`src/rtl/lift_scheduler_pkg.sv`:
```
// ============================================================================
// Module  : lift_pkg
// Brief   : Shared types and constants for the lift scheduler.
// Rev     : 1.0  initial release
// ============================================================================
`default_nettype none

package lift_pkg;

  typedef enum logic [1:0] {
    ST_IDLE   = 2'd0,
    ST_MOVING = 2'd1,
    ST_CHECK  = 2'd2,
    ST_DOOR   = 2'd3
  } state_e;

  localparam logic DIR_UP = 1'b1;
  localparam logic DIR_DN = 1'b0;

  typedef enum logic [1:0] {
    CLR_NONE = 2'd0,
    CLR_UP   = 2'd1,
    CLR_DN   = 2'd2,
    CLR_BOTH = 2'd3
  } clr_sel_e;

  function automatic int max_int(input int a, input int b);
    return (a > b) ? a : b;
  endfunction

endpackage

`default_nettype wire

```
`src/rtl/lift_scheduler_if.sv`:
```
// ============================================================================
// Module  : lift_scheduler_if
// Brief   : Request-handler / actuator bundle; optional LIFT_SCHED_DOOR_HOLD_EN
//           adds i_door_hold.
// Rev     : 1.0  initial release
// ============================================================================
`default_nettype none

interface lift_scheduler_if #(
  parameter int N_FLOORS = 4
);
  logic [N_FLOORS-1:0] i_up_req_queue;
  logic [N_FLOORS-1:0] i_dn_req_queue;
  logic [N_FLOORS-1:0] i_flr_req_queue;
`ifdef LIFT_SCHED_DOOR_HOLD_EN
  logic                i_door_hold;
`endif
  logic [N_FLOORS-1:0] o_flr_pos;
  logic                o_up_clr;
  logic                o_dn_clr;
  logic                o_flr_clr;
  logic                o_dir_up;
  logic                o_moving;
  logic                o_door_open;
  logic                o_idle;

  modport master (
    input  i_up_req_queue, i_dn_req_queue, i_flr_req_queue,
`ifdef LIFT_SCHED_DOOR_HOLD_EN
    input  i_door_hold,
`endif
    output o_flr_pos, o_up_clr, o_dn_clr, o_flr_clr,
    output o_dir_up, o_moving, o_door_open, o_idle
  );

  modport slave (
    output i_up_req_queue, i_dn_req_queue, i_flr_req_queue,
`ifdef LIFT_SCHED_DOOR_HOLD_EN
    output i_door_hold,
`endif
    input  o_flr_pos, o_up_clr, o_dn_clr, o_flr_clr,
    input  o_dir_up, o_moving, o_door_open, o_idle
  );

endinterface

`default_nettype wire

```
`src/rtl/lift_scheduler_lookahead.sv`:
```
// ============================================================================
// Module  : lift_req_lookahead
// Brief   : Combinational request summary relative to the one-hot car floor.
// Rev     : 1.0  initial release
// ============================================================================
`default_nettype none

module lift_req_lookahead #(
  parameter int N_FLOORS = 4
) (
  input  wire logic [N_FLOORS-1:0] up_q_i,
  input  wire logic [N_FLOORS-1:0] dn_q_i,
  input  wire logic [N_FLOORS-1:0] flr_q_i,
  input  wire logic [N_FLOORS-1:0] pos_i,
  output logic                     here_o,
  output logic                     above_o,
  output logic                     below_o,
  output logic                     here_up_o,
  output logic                     here_dn_o,
  output logic                     here_flr_o
);

  logic [N_FLOORS-1:0] w_any;
  logic [N_FLOORS-1:0] w_below_mask;
  logic [N_FLOORS-1:0] w_above_mask;

  // One-hot minus one yields every bit strictly below the car.
  assign w_below_mask = pos_i - N_FLOORS'(1);
  assign w_above_mask = ~(w_below_mask | pos_i);
  assign w_any        = up_q_i | dn_q_i | flr_q_i;

  assign here_up_o  = |(up_q_i  & pos_i);
  assign here_dn_o  = |(dn_q_i  & pos_i);
  assign here_flr_o = |(flr_q_i & pos_i);
  assign here_o     = here_up_o | here_dn_o | here_flr_o;
  assign above_o    = |(w_any & w_above_mask);
  assign below_o    = |(w_any & w_below_mask);

endmodule

`default_nettype wire

```
`src/rtl/lift_scheduler.sv`:
```
// ============================================================================
// Module  : lift_scheduler
// Brief   : SCAN car controller; define LIFT_SCHED_DOOR_HOLD_EN for door hold.
// Rev     : 1.0  initial release
// ============================================================================
`default_nettype none

module lift_scheduler
  import lift_pkg::*;
#(
  parameter int N_FLOORS      = 4,
  parameter int TRAVEL_CYCLES = 8,
  parameter int DOOR_CYCLES   = 4
) (
  input wire logic          clk,
  input wire logic          reset,
  lift_scheduler_if.master  bus
);

  localparam int CNT_W = $clog2(max_int(TRAVEL_CYCLES, DOOR_CYCLES) + 1);
  localparam logic [CNT_W-1:0] TRAVEL_LAST = CNT_W'(TRAVEL_CYCLES - 1);
  localparam logic [CNT_W-1:0] DOOR_LAST   = CNT_W'(DOOR_CYCLES - 1);
  localparam logic [N_FLOORS-1:0] FLOOR0   = N_FLOORS'(1);

  state_e              state_q;
  logic [CNT_W-1:0]    cnt_q;
  logic [N_FLOORS-1:0] pos_q;
  logic [N_FLOORS-1:0] pos_d;
  logic                dir_up_q;
  logic                moving_q;
  logic                door_q;
  logic                idle_q;
  logic                up_clr_q;
  logic                dn_clr_q;
  logic                flr_clr_q;

  logic     w_here, w_above, w_below, w_here_up, w_here_dn, w_here_flr;
  logic     w_ahead, w_behind, w_same_hall, w_opp_hall, w_dwell_done;
  clr_sel_e w_clr_sel;

  lift_req_lookahead #(
    .N_FLOORS (N_FLOORS)
  ) u_lookahead (
    .up_q_i     (bus.i_up_req_queue),
    .dn_q_i     (bus.i_dn_req_queue),
    .flr_q_i    (bus.i_flr_req_queue),
    .pos_i      (pos_q),
    .here_o     (w_here),
    .above_o    (w_above),
    .below_o    (w_below),
    .here_up_o  (w_here_up),
    .here_dn_o  (w_here_dn),
    .here_flr_o (w_here_flr)
  );

  assign w_ahead     = dir_up_q ? w_above   : w_below;
  assign w_behind    = dir_up_q ? w_below   : w_above;
  assign w_same_hall = dir_up_q ? w_here_up : w_here_dn;
  assign w_opp_hall  = dir_up_q ? w_here_dn : w_here_up;

`ifdef LIFT_SCHED_DOOR_HOLD_EN
  assign w_dwell_done = !bus.i_door_hold && (cnt_q == DOOR_LAST);
`else
  assign w_dwell_done = (cnt_q == DOOR_LAST);
`endif

  // Shift guarded at the shaft ends so the position can never leave range.
  always_comb begin
    pos_d = pos_q;
    if (dir_up_q == DIR_UP) begin
      if (!pos_q[N_FLOORS-1]) pos_d = pos_q << 1;
    end else begin
      if (!pos_q[0]) pos_d = pos_q >> 1;
    end
  end

  // Clear target chosen on the cycle the FSM decides to open the door.
  always_comb begin
    w_clr_sel = CLR_NONE;
    if (state_q == ST_IDLE) begin
      w_clr_sel = CLR_BOTH;
    end else if (w_here_flr || w_same_hall) begin
      w_clr_sel = dir_up_q ? CLR_UP : CLR_DN;
    end else begin
      w_clr_sel = dir_up_q ? CLR_DN : CLR_UP;
    end
  end

  always_ff @(posedge clk or posedge reset) begin
    if (reset) begin
      state_q   <= ST_IDLE;
      cnt_q     <= '0;
      pos_q     <= FLOOR0;
      dir_up_q  <= DIR_UP;
      moving_q  <= 1'b0;
      door_q    <= 1'b0;
      idle_q    <= 1'b1;
      up_clr_q  <= 1'b0;
      dn_clr_q  <= 1'b0;
      flr_clr_q <= 1'b0;
    end else begin
      case (state_q)
        ST_IDLE: begin
          cnt_q <= '0;
          if (w_here) begin
            state_q   <= ST_DOOR;
            door_q    <= 1'b1;
            idle_q    <= 1'b0;
            up_clr_q  <= (w_clr_sel == CLR_UP) || (w_clr_sel == CLR_BOTH);
            dn_clr_q  <= (w_clr_sel == CLR_DN) || (w_clr_sel == CLR_BOTH);
            flr_clr_q <= 1'b1;
          end else if (w_ahead || w_behind) begin
            if (!w_ahead) dir_up_q <= ~dir_up_q;
            state_q  <= ST_MOVING;
            moving_q <= 1'b1;
            idle_q   <= 1'b0;
          end
        end
        ST_MOVING: begin
          if (cnt_q == TRAVEL_LAST) begin
            pos_q    <= pos_d;
            cnt_q    <= '0;
            state_q  <= ST_CHECK;
            moving_q <= 1'b0;
          end else begin
            cnt_q <= cnt_q + CNT_W'(1);
          end
        end
        ST_CHECK: begin
          cnt_q <= '0;
          if (w_here_flr || w_same_hall || (!w_ahead && w_opp_hall)) begin
            if (!(w_here_flr || w_same_hall)) dir_up_q <= ~dir_up_q;
            state_q   <= ST_DOOR;
            door_q    <= 1'b1;
            up_clr_q  <= (w_clr_sel == CLR_UP);
            dn_clr_q  <= (w_clr_sel == CLR_DN);
            flr_clr_q <= 1'b1;
          end else if (w_ahead) begin
            state_q  <= ST_MOVING;
            moving_q <= 1'b1;
          end else begin
            state_q <= ST_IDLE;
            idle_q  <= 1'b1;
          end
        end
        ST_DOOR: begin
          if (w_dwell_done) begin
            cnt_q     <= '0;
            state_q   <= ST_IDLE;
            door_q    <= 1'b0;
            idle_q    <= 1'b1;
            up_clr_q  <= 1'b0;
            dn_clr_q  <= 1'b0;
            flr_clr_q <= 1'b0;
`ifdef LIFT_SCHED_DOOR_HOLD_EN
          end else if (bus.i_door_hold) begin
            cnt_q <= '0;
`endif
          end else begin
            cnt_q <= cnt_q + CNT_W'(1);
          end
        end
        default: begin
          state_q <= ST_IDLE;
          idle_q  <= 1'b1;
        end
      endcase
    end
  end

  assign bus.o_flr_pos   = pos_q;
  assign bus.o_up_clr    = up_clr_q;
  assign bus.o_dn_clr    = dn_clr_q;
  assign bus.o_flr_clr   = flr_clr_q;
  assign bus.o_dir_up    = dir_up_q;
  assign bus.o_moving    = moving_q;
  assign bus.o_door_open = door_q;
  assign bus.o_idle      = idle_q;

endmodule

`default_nettype wire
```
`src/flat_wrapper.sv`:
```
// flat-port wrapper written by rule: the top's interface ports become plain ports
module lift_scheduler_flat import lift_pkg::*;
#(
  parameter int N_FLOORS      = 4,
  parameter int TRAVEL_CYCLES = 8,
  parameter int DOOR_CYCLES   = 4
)
  (clk, reset, bus_i_up_req_queue, bus_i_dn_req_queue, bus_i_flr_req_queue, bus_o_flr_pos, bus_o_up_clr, bus_o_dn_clr, bus_o_flr_clr, bus_o_dir_up, bus_o_moving, bus_o_door_open, bus_o_idle);
  lift_scheduler_if #(.N_FLOORS(N_FLOORS)) bus_i ();
  input wire logic clk;
  input wire logic reset;
  input wire logic [$bits(bus_i.i_up_req_queue)-1:0] bus_i_up_req_queue;
  input wire logic [$bits(bus_i.i_dn_req_queue)-1:0] bus_i_dn_req_queue;
  input wire logic [$bits(bus_i.i_flr_req_queue)-1:0] bus_i_flr_req_queue;
  output wire logic [$bits(bus_i.o_flr_pos)-1:0] bus_o_flr_pos;
  output wire logic [$bits(bus_i.o_up_clr)-1:0] bus_o_up_clr;
  output wire logic [$bits(bus_i.o_dn_clr)-1:0] bus_o_dn_clr;
  output wire logic [$bits(bus_i.o_flr_clr)-1:0] bus_o_flr_clr;
  output wire logic [$bits(bus_i.o_dir_up)-1:0] bus_o_dir_up;
  output wire logic [$bits(bus_i.o_moving)-1:0] bus_o_moving;
  output wire logic [$bits(bus_i.o_door_open)-1:0] bus_o_door_open;
  output wire logic [$bits(bus_i.o_idle)-1:0] bus_o_idle;
  assign bus_i.i_up_req_queue = bus_i_up_req_queue;
  assign bus_i.i_dn_req_queue = bus_i_dn_req_queue;
  assign bus_i.i_flr_req_queue = bus_i_flr_req_queue;
  assign bus_o_flr_pos = bus_i.o_flr_pos;
  assign bus_o_up_clr = bus_i.o_up_clr;
  assign bus_o_dn_clr = bus_i.o_dn_clr;
  assign bus_o_flr_clr = bus_i.o_flr_clr;
  assign bus_o_dir_up = bus_i.o_dir_up;
  assign bus_o_moving = bus_i.o_moving;
  assign bus_o_door_open = bus_i.o_door_open;
  assign bus_o_idle = bus_i.o_idle;
  lift_scheduler #(.N_FLOORS(N_FLOORS), .TRAVEL_CYCLES(TRAVEL_CYCLES), .DOOR_CYCLES(DOOR_CYCLES)) u_core (.clk(clk), .reset(reset), .bus(bus_i));
endmodule
```
`config.mk`:
```
export PLATFORM = sky130hd
export DESIGN_NAME = lift_scheduler_flat
export DESIGN_NICKNAME = d
export VERILOG_FILES = /design/src/rtl/lift_scheduler_pkg.sv /design/src/rtl/lift_scheduler_if.sv /design/src/rtl/lift_scheduler_lookahead.sv /design/src/rtl/lift_scheduler.sv /design/src/flat_wrapper.sv
export SDC_FILE = /design/constraint.sdc
export NUM_CORES = 1
export LEC_CHECK = 0
export CAP_MARGIN = 25
export CELL_PAD_IN_SITES_DETAIL_PLACEMENT = 0
export CELL_PAD_IN_SITES_GLOBAL_PLACEMENT = 1
export CORE_ASPECT_RATIO = 2
export CORE_MARGIN = 2
export CORE_UTILIZATION = 35
export DETAILED_ROUTE_END_ITERATION = 10
export PLACE_DENSITY_LB_ADDON = 0.3
export SLEW_MARGIN = 15
export SYNTH_ARGS = -nofsm -noshare
export SYNTH_HDL_FRONTEND = slang
export SYNTH_SLANG_ARGS = --single-unit
export TNS_END_PERCENT = 10
```
`constraint.sdc`:
```
create_clock -name clk -period 4.1 [get_ports clk]
set_input_delay 1.23 -clock clk [delete_from_list [all_inputs] [get_ports clk]]
set_output_delay 1.23 -clock clk [all_outputs]
set_load 0.05 [all_outputs]
```
# Yosys cells after proc, flatten, opt, wreduce, memory -nomap -nowiden
# Index checks and enable logic that the tools add are counted.
# op_classes
add_sub_neg	2
eq_ne	22
n_mux	49
n_bitwise	12
n_reduce_logical	25
# op_table
op	count
$mux 1	27
$and 4x4->4	5
$mux 4	5
$reduce_or 4->1	5
$mux 2	9
$ne 2x2->1 const B	9
$pmux 1 s3	5
$or 4x4->4	3
$pmux 4 s3	1
$reduce_and 6->1	2
$reduce_and 3->1	3
$eq 2x2->1 const B	4
$ne 2x1->1 const B	4
$pmux 2 s4	1
$reduce_and 4->1	2
$reduce_bool 3->1	2
$logic_or 1x1->1	5
$reduce_and 5->1	1
$add 4x1->4 const B	1
$eq 2x1->1 const B	2
$eq 4x2->1 const B	1
$eq 4x3->1 const B	1
$not 4->4	1
$sub 4x1->4 const B	1
9 further kinds	10
# totals
ff_bits	16
input_bits	14
out_inout_bits	11
wordCells	121

# Logic depth before layout (Yosys ltp)
# Gate-level depths: netlist (run 1).
# depth
ltp_word	11
depth_mapped	10
depth_no_buf	10

# By module
# A second synthesis (run 1) with hierarchy kept.
# unflattened
cells_unflattened	136
hier_area_um2	1148.6
# by_module_without_submodules
module	n_inst	cells_each	area_each_um2	seq_area_each_um2
lift_scheduler	1	106	940.9	404.1
lift_req_lookahead	1	30	207.7	0.0

# Least setup slack after synthesis (run 1)
# OpenSTA, ideal clock, no wires.
# synth_path
kind	input port to flip-flop
start	input bus_i_up_req_queue[1]
end	register u_core.dn_clr_q (netlist: u_core.bus.o_dn_clr)
setup_ns	0.125
arrival_ns	2.609
t_required_ns	3.975
path_slack_ns	1.366
stages	6
n_path_buf	0
path_cell_list	o31a_1 > o31ai_1 > a211oi_1 > a221o_1 > nand2b_4 > mux2_4
# synth_via
elab_chain_len	10
word_cells_on_any_way	28
cone_classes	eq/ne (4); mux (8); bitwise (7); reduce/logical (9)
# synth_rtl
item	line	source
start: declaration	flat_wrapper.sv:12	input wire logic [$bits(bus_i.i_up_req_queue)-1:0] bus_i_up_req_queue;
$and 4x4->4 / $or 4x4->4 (equally long branches)	lift_scheduler_lookahead.sv:32, lift_scheduler_lookahead.sv:30	
$reduce_or 4->1 / $or 4x4->4 (equally long branches)	lift_scheduler_lookahead.sv:32, lift_scheduler_lookahead.sv:30	
$mux 1 (tied with other cells)	lift_scheduler.sv:58	assign w_same_hall = dir_up_q ? w_here_up : w_here_dn;
$logic_or 1x1->1 (tied with other cells)	lift_scheduler.sv:82, lift_scheduler.sv:131	
$mux 2 / $mux 1 (equally long branches)	lift_scheduler.sv:82, lift_scheduler.sv:56	
$mux 2 / $logic_not 1->1 (equally long branches)	--	
$eq 2x2->1 (tied with other cells)	lift_scheduler.sv:110, lift_scheduler.sv:136	
$logic_or 1x1->1 (on tied branches)	lift_scheduler.sv:110, lift_scheduler.sv:131	
$mux 1 / $ne 2x1->1 (equally long branches)	--	
$pmux 1 s3 / $reduce_and 4->1 (equally long branches)	--	
end signal: assignment	lift_scheduler.sv:110	dn_clr_q <= (w_clr_sel == CLR_DN) || (w_clr_sel == CLR_BOTH);
end signal: assignment	lift_scheduler.sv:136	dn_clr_q <= (w_clr_sel == CLR_DN);
end: declaration	lift_scheduler.sv:34	logic dn_clr_q;
# Several ways; a longest one is shown, not always the timed one. The select of a mux whose other input is x is not followed.
# A chain may end at the register's enable or synchronous reset.

# Final worst setup path (run 1)
# layout_path
start	input bus_i_up_req_queue[1]
end	register u_core.up_clr_q (netlist: u_core.bus.o_up_clr)
# layout_via
elab_chain_len	10
word_cells_on_any_way	28
cone_classes	eq/ne (4); mux (8); bitwise (7); reduce/logical (9)
# layout_rtl
item	line	source
$and 4x4->4 / $or 4x4->4 (equally long branches)	lift_scheduler_lookahead.sv:32, lift_scheduler_lookahead.sv:30	
$reduce_or 4->1 / $or 4x4->4 (equally long branches)	lift_scheduler_lookahead.sv:32, lift_scheduler_lookahead.sv:30	
$mux 1 (tied with other cells)	lift_scheduler.sv:58	
$logic_or 1x1->1 (tied with other cells)	lift_scheduler.sv:82, lift_scheduler.sv:131	
$mux 2 / $mux 1 (equally long branches)	lift_scheduler.sv:82, lift_scheduler.sv:56	
$mux 2 / $logic_not 1->1 (equally long branches)	--	
$eq 2x1->1 (tied with other cells)	lift_scheduler.sv:109, lift_scheduler.sv:135	
$logic_or 1x1->1 (on tied branches)	lift_scheduler.sv:109, lift_scheduler.sv:131	
$mux 1 / $ne 2x1->1 (equally long branches)	--	
$pmux 1 s3 / $reduce_and 4->1 (equally long branches)	--	
end signal: assignment	lift_scheduler.sv:109	up_clr_q <= (w_clr_sel == CLR_UP) || (w_clr_sel == CLR_BOTH);
end signal: assignment	lift_scheduler.sv:135	up_clr_q <= (w_clr_sel == CLR_UP);
end: declaration	lift_scheduler.sv:33	logic up_clr_q;
# Several ways; a longest one is shown, not always the timed one. The select of a mux whose other input is x is not followed.

==> flow_metrics.env, run 1 <==
export IMPL_clock_tree_root_cell="sky130_fd_sc_hd__clkbuf_8"
export IMPL_post_cts_setup_buffers=0
export IMPL_power_report_internal_total_uw=460
export IMPL_mostFrequentLayoutCell="sky130_fd_sc_hd__clkdlybuf4s50_1"
export IMPL_area_growth_pct=26.0
export IMPL_antenna_found_initial=0
export IMPL_detail_route_drc_violations=0
export IMPL_timing_final_setup_violations=0
export IMPL_gp_routability_congestion=0.934
export IMPL_timing_final_crit_share_pct=76.5
export IMPL_cts_reportedPaths_clkPinSlew_ps=60
export IMPL_final_hold_viol_count=0
export IMPL_num_io_pins=25
export IMPL_mostFrequentLayoutCells="sky130_fd_sc_hd__clkdlybuf4s50_1 (24), sky130_fd_sc_hd__dfrtp_1 (13), sky130_fd_sc_hd__nand2_1 (11), sky130_fd_sc_hd__nor2_1 (10)"
export IMPL_initialDrtViolationCount=34
export IMPL_clock_latency_of_the_later_clocked_register_in_the_worst_skew_pair_ps=250
export IMPL_placed_cells=183
export IMPL_die_x_um=44.3
export IMPL_chipHeight_um=84.7
export IMPL_netlist_area_um2=1140
export IMPL_critPathArrivalTime_ps=3260
export IMPL_avgRoutedWirePerCell_um=16.3
export IMPL_synth_nets=153
export IMPL_tritoncts_clock_tree="yes"
export IMPL_final_setup_worst_slack_ps=965
export IMPL_final_period_minus_worst_setup_slack_ps=3130
export IMPL_worstPathCellList="clkdlybuf4s50_1 > o31a_1 > o31ai_1 > a211oi_1 > a221o_1 > nand2b_4 > mux2_4"
export IMPL_layout_drive_gt1_share_pct=7.69
export IMPL_max_freq_mhz=319
export IMPL_gr_usage_all_layers_pct=17.9
export IMPL_cts_buffers_inserted=3
export IMPL_cts_resized_gates=0
export IMPL_start_kind="primary input"
export IMPL_fin_nets=176
export IMPL_drv_cap=0
export IMPL_detailed_route_via_count=1129
export IMPL_routed_wirelength_um=3040
export IMPL_global_route_overflow_total=0
export IMPL_cts_hold_repair_buffers=0
export IMPL_dominantRegCellSynth="sky130_fd_sc_hd__dfrtp_1"
export IMPL_p_clk_share_pct=14.5
export IMPL_final_setup_tns_ps=0
export IMPL_post_synth_cell_area_avg_um2=8.50
export IMPL_power_switching_uw=376
export IMPL_post_detailed_route_count_of_antenna_violating_nets=0
export IMPL_synth_largest_type_area_fraction_pct=28.6
export IMPL_ys_ff_latch=16
export IMPL_initial_utilization_pct=36.1
export IMPL_cts_htree_levels=1
export IMPL_switching_share_pct=44.9
export IMPL_synth_warnings=0
export IMPL_grt_setup_unrepaired="false"
export IMPL_synthDistinctLibCells=43
export IMPL_rows=29
export IMPL_clock_skew_final_ps=6.06
export IMPL_report_final_slew_viol_count=0
export IMPL_worst_setup_path_type="primary input to flip-flop"
export IMPL_drt_pre_antenna_iters=4
export IMPL_yosysSeqAreaShare_pct=35.5
export IMPL_power_sequential_fraction_pct=34.0
export IMPL_timing_critical_path_required_ps=4230
export IMPL_placement_setup_worst_slack_ps=730
export IMPL_synth_edff_count=0
export IMPL_synthDominantAreaCellType="sky130_fd_sc_hd__dfrtp_1"
export IMPL_maximum_vdd_drop_uv=174
export IMPL_fill_cells=329
export IMPL_place_port_buffers=24
export IMPL_core_area_um2=3160
export IMPL_place_hpwl_um=2590
export IMPL_critical_path_max_stage_delay_ps=440
export IMPL_clk_path_buf_depth=2
export IMPL_post_drt_via_cell_ratio=6.04
export IMPL_hp_class="flip-flop to flip-flop"
export IMPL_powerDensity_nw_per_um2=582
export IMPL_design_die_area_um2=3750
export IMPL_tightestPinTransition_ps=605
export IMPL_post_layout_nonfiller_instances=187
export IMPL_cp_slowest_cell="sky130_fd_sc_hd__clkdlybuf4s50_1"
export IMPL_run_status="finished clean"
export IMPL_global_route_wire_length_before_repair_um=5110
export IMPL_postSynthCellCount=134
export IMPL_cellLeakagePower_uw=0.000599
export IMPL_timing_critical_path_to_type="flip-flop"
export IMPL_critical_path_max_fanout=4
export IMPL_ys_async_sr_fraction_pct=100
export IMPL_maximum_number_of_pins_on_one_net_before_global_route_repair=17
export IMPL_first_global_vias=1141
export IMPL_synth_area_leaders="sky130_fd_sc_hd__dfrtp_1 (29%), sky130_fd_sc_hd__dfstp_2 (6.9%), sky130_fd_sc_hd__ha_1 (5.5%)"
export IMPL_max_slew_margin_rel_pct=59.6
export IMPL_num_antenna_cells=0
export IMPL_comb_power_share_pct=51.5
export IMPL_clkSinkCount=16
## state kept, by name, summed over array words and instances (netlist names)
name,cells
u_core.state_q,2
u_core.bus.o_idle,1
u_core.cnt_q,4
u_core.bus.o_door_open,1
u_core.bus.o_moving,1
u_core.bus.o_dn_clr,1
u_core.bus.o_dir_up,1
u_core.bus.o_up_clr,1
u_core.bus.o_flr_pos,4
## kinds of logic after synthesis
| group | Yosys count | synth area share [%] |
|---|---|---|
| compound gates | 47 | 28.6 |
| xor+xnor | 2 | 1.54 |
| fa+ha+maj | 6 | 6.37 |
| buf+inv | 17 | 6.04 |
| flops | 16 | 35.5 |
| mux | 3 | 3.52 |
| simple gates | 43 | 18.5 |
## metrics by stage
| stage | utilization (%) | area [um^2] | hold slack [ps] | total power [uW] |
|---|---|---|---|---|
| after floorplan | - | 1140 | 433 | 597 |
| after global placement | 44.0 | 1390 | 451 | 716 |
| after detailed placement | 44.0 | 1390 | 463 | 723 |
| after CTS | 45.5 | 1440 | 469 | 845 |
| after global routing | 45.5 | 1440 | 507 | 895 |
| final | 45.5 | 1440 | 467 | 836 |
## power by group through the flow
stage	registers, uW	logic [uW]	clock network (uW)
after floorplan	342	255	0
after global placement	285	430	0
after detailed placement	288	435	0
after CTS	286	436	124
after global routing	295	471	129
final	284	431	121
## metal layers
layer | wire length (um) | GRT usage (%) | vias to the layer above | part of all wire (%)
li1 | - | - | 543 | -
met1 | 1030 | 17.4 | 535 | 34
met2 | 1750 | 33.6 | 39 | 57
met3 | 107 | 2.58 | 12 | 3.5
met4 | 157 | 9.37 | 0 | 5.2
met5 | 0 | 0 | - | 0
## cell usage after synthesis (3+ instances only)
master and n:
sky130_fd_sc_hd__nor2_1 10, sky130_fd_sc_hd__a21oi_1 9, sky130_fd_sc_hd__dfrtp_1 13, sky130_fd_sc_hd__ha_1 5, sky130_fd_sc_hd__clkbuf_1 4, sky130_fd_sc_hd__dfstp_2 3, sky130_fd_sc_hd__o31a_1 3, sky130_fd_sc_hd__nand2_1 11
sky130_fd_sc_hd__nand3_1 5, sky130_fd_sc_hd__inv_1 9, sky130_fd_sc_hd__a22oi_1 6, sky130_fd_sc_hd__o31ai_1 7, sky130_fd_sc_hd__nor3_1 6, sky130_fd_sc_hd__a31oi_1 4, sky130_fd_sc_hd__o21ai_1 4
## worst max-delay path: cells and delay by family
kind                   cells  cell delay, ps
AOI/OAI and AO/OA          4            1110
and+or+nand+nor            1             180
buffers and inverters      1             440
muxes                      1             310
## final timing paths
kind / start / to / slack [ps] / depth (start not counted)
max: bus_i_up_req_queue[1] / u_core.bus.o_up_clr / 970 / 7
min: u_core.cnt_q[0] / u_core.cnt_q[0] / 470 / 1
max reg2reg: u_core.bus.o_flr_pos[0] / u_core.bus.o_up_clr / 1440 / 10
min reg2reg: u_core.cnt_q[0] / u_core.cnt_q[0] / 470 / 1
max in group asynchronous: reset / u_core.state_q[0] / 2350 / 2
min in group asynchronous: reset / u_core.bus.o_moving / 1350 / 2
## final cells by class
type / instances / area, um^2 / share of cell area (%)
Multi-Input combinational cell: 101 / 666 / 46.4
Tap cell: 31 / 38.8 / 2.70
Timing Repair Buffer: 24 / 240 / 16.7
Clock buffer: 4 / 45.0 / 3.14
Inverter: 11 / 41.3 / 2.88
Sequential cell: 16 / 404 / 28.2
Note: power is estimated with default switching activity, not from simulation.
==> run 2, diff against run 1 <==
==> constraint.sdc (replaced) <==
create_clock -name clk -period 2.92 [get_ports clk]
set_input_delay 0.876 -clock clk [delete_from_list [all_inputs] [get_ports clk]]
set_output_delay 0.876 -clock clk [all_outputs]
set_load 0.05 [all_outputs]
==> run 2 against run 1 <==
Effect of this change:
- cell area up 2.3%
- die area unchanged
- via count down 0.53%
- worst setup slack worse by 670 ps
- global-route usage up 0.33 points
- hold slack better by 1.2 ps
- flip-flop and latch count unchanged
- critical path depth unchanged
- count of clock-buffer cells in the layout unchanged
- utilization up 1.0 points
- largest cell class unchanged
==> flow_metrics.env, run 2 (synthesis gave the netlist of run 1 again) <==
export IMPL_groute_layer_met3_usage_pct=2.15
export IMPL_antenna_found_initial=0
export IMPL_hp_class="flip-flop to flip-flop"
export IMPL_drv_cap=0
export IMPL_global_route_overflow_total=0
export IMPL_drt_pre_antenna_iters=4
export IMPL_max_slew_margin_rel_pct=57.9
export IMPL_design_die_area_um2=3750
export IMPL_gp_routability_congestion=0.882
export IMPL_fill_cells=324
export IMPL_final_hold_viol_count=0
export IMPL_core_area_um2=3160
export IMPL_grt_setup_unrepaired="false"
export IMPL_post_layout_nonfiller_instances=190
export IMPL_multi_input_area_um2=666
export IMPL_cts_resized_gates=0
export IMPL_fin_nets=179
export IMPL_cellLeakagePower_uw=0.000619
export IMPL_max_freq_mhz=381
export IMPL_placed_cells=186
export IMPL_hold_path_cell_count=1
export IMPL_final_setup_tns_ps=0
export IMPL_initial_utilization_pct=36.1
export IMPL_routed_wirelength_um=3090
export IMPL_holdPathEnd="u_core.cnt_q[0]"
export IMPL_num_io_pins=25
export IMPL_first_global_vias=1176
export IMPL_clock_skew_final_ps=5.49
export IMPL_report_final_slew_viol_count=0
export IMPL_cp_num_buf_inv=1
export IMPL_avgRoutedWirePerCell_um=16.3
export IMPL_final_util_pct=46.5
export IMPL_cts_htree_levels=1
export IMPL_start_kind="primary input"
export IMPL_chipHeight_um=84.7
export IMPL_final_setup_worst_slack_ps=292
export IMPL_final_period_minus_worst_setup_slack_ps=2630
export IMPL_worst_setup_path_type="primary input to flip-flop"
export IMPL_powerDensity_nw_per_um2=833
export IMPL_num_antenna_cells=0
export IMPL_timing_final_crit_share_pct=90.0
export IMPL_cts_hold_repair_buffers=0
export IMPL_mostFrequentLayoutCell="sky130_fd_sc_hd__clkdlybuf4s50_1"
export IMPL_holdCritStartpoint="u_core.cnt_q[0]"
export IMPL_timing_critical_path_to_type="flip-flop"
export IMPL_mostFrequentLayoutCells="sky130_fd_sc_hd__clkdlybuf4s50_1 (24), sky130_fd_sc_hd__dfrtp_1 (13), sky130_fd_sc_hd__nand2_1 (11), sky130_fd_sc_hd__nor2_1 (10)"
export IMPL_tightestPinTransition_ps=631
export IMPL_area_growth_pct=28.9
export IMPL_detail_route_drc_violations=0
export IMPL_detailed_route_via_count=1123
export IMPL_critical_path_max_stage_delay_ps=440
export IMPL_worstReg2RegEnd="u_core.bus.o_up_clr"
export IMPL_post_drt_via_cell_ratio=5.91
export IMPL_timing_critical_path_required_ps=3060
export IMPL_rows=29
export IMPL_crit_path_start="bus_i_up_req_queue[0]"
export IMPL_initialDrtViolationCount=27
export IMPL_gr_usage_all_layers_pct=18.2
export IMPL_tritoncts_clock_tree="yes"
export IMPL_run_status="finished clean"
export IMPL_use_met1_pct=18.5
export IMPL_grt_use_met2_pct=34.0
export IMPL_clkSinkCount=16
export IMPL_cts_reportedPaths_clkPinSlew_ps=70
export IMPL_critical_path_top_delay_family="simple AND/OR/NAND/NOR gates"
export IMPL_post_cts_setup_buffers=0
export IMPL_post_detailed_route_count_of_antenna_violating_nets=0
export IMPL_clock_tree_root_cell="sky130_fd_sc_hd__clkbuf_8"
export IMPL_clock_latency_of_the_later_clocked_register_in_the_worst_skew_pair_ps=250
export IMPL_die_x_um=44.3
export IMPL_worstPathCellList="clkdlybuf4s50_1 > nor3_1 > o22ai_1 > or2_1 > a221o_1 > nand2b_4 > mux2_4"
export IMPL_timing_final_setup_violations=0
export IMPL_setup_slack_reg_to_reg_ps=360
export IMPL_placement_setup_worst_slack_ps=24.7
export IMPL_hold_ws_ps=468
export IMPL_layout_drive_gt1_share_pct=10.1
export IMPL_maximum_vdd_drop_uv=258
export IMPL_place_port_buffers=24
export IMPL_cp_slowest_cell="sky130_fd_sc_hd__clkdlybuf4s50_1"
export IMPL_r2r_cells=10
export IMPL_timing_rr_start="u_core.bus.o_flr_pos[0]"
export IMPL_critical_path_max_fanout=3
export IMPL_global_route_wire_length_before_repair_um=5200
export IMPL_place_hpwl_um=2590
export IMPL_grt_busiest_layer="met2"
export IMPL_critPathArrivalTime_ps=2760
export IMPL_clk_path_buf_depth=2
export IMPL_register_area_um2=404
export IMPL_cts_buffers_inserted=3
export IMPL_maximum_number_of_pins_on_one_net_before_global_route_repair=17
==> run 2: cell types whose count changed in the layout (fill, tap and decap cells not counted) <==
cell / delta
sky130_fd_sc_hd__clkbuf_8: +1
sky130_fd_sc_hd__clkbuf_1: -1
sky130_fd_sc_hd__buf_4: +3
==> run 2: area by class of cell <==
type                            instances  share of cell area (%)
Timing Repair Buffer                   27                    17.9
Clock buffer                            4                    3.75
Inverter                               11                    2.81
Tap cell                               31                    2.64
Multi-Input combinational cell        101                    45.4
Sequential cell                        16                    27.5
==> run 2: worst max path at each step <==
stage,to,cells past startpoint
6_report,u_core.bus.o_up_clr,7
3_5_place_dp,u_core.bus.o_up_clr,7
3_3_place_gp,u_core.bus.o_up_clr,7
4_1_cts,u_core.bus.o_up_clr,7
5_1_grt,u_core.bus.o_idle,7
2_1_floorplan,u_core.bus.o_dn_clr,10
==> run 2: power breakdown <==
part	leakage, uW	switching, uW	internal (uW)	total (uW)
clock network	0.0000288	81.0	120	201
logic	0.000398	378	261	639
registers	0.000192	79.2	303	383
total	0.000619	538	684	1220
==> run 2: routing by layer <==
layer	wire length, um	vias to the layer above	part of all wire, %
met5	0	-	0
met2	1740	39	56
li1	-	553	-
met3	95	15	3.1
met4	165	0	5.3
met1	1090	516	35
==> run 2: stage by stage <==
step | power [uW] | instance area [um^2]
floorplan | 838 | 1140
global placement | 1010 | 1410
detailed placement | 1030 | 1410
CTS | 1240 | 1470
global route | 1310 | 1470
finish | 1220 | 1470
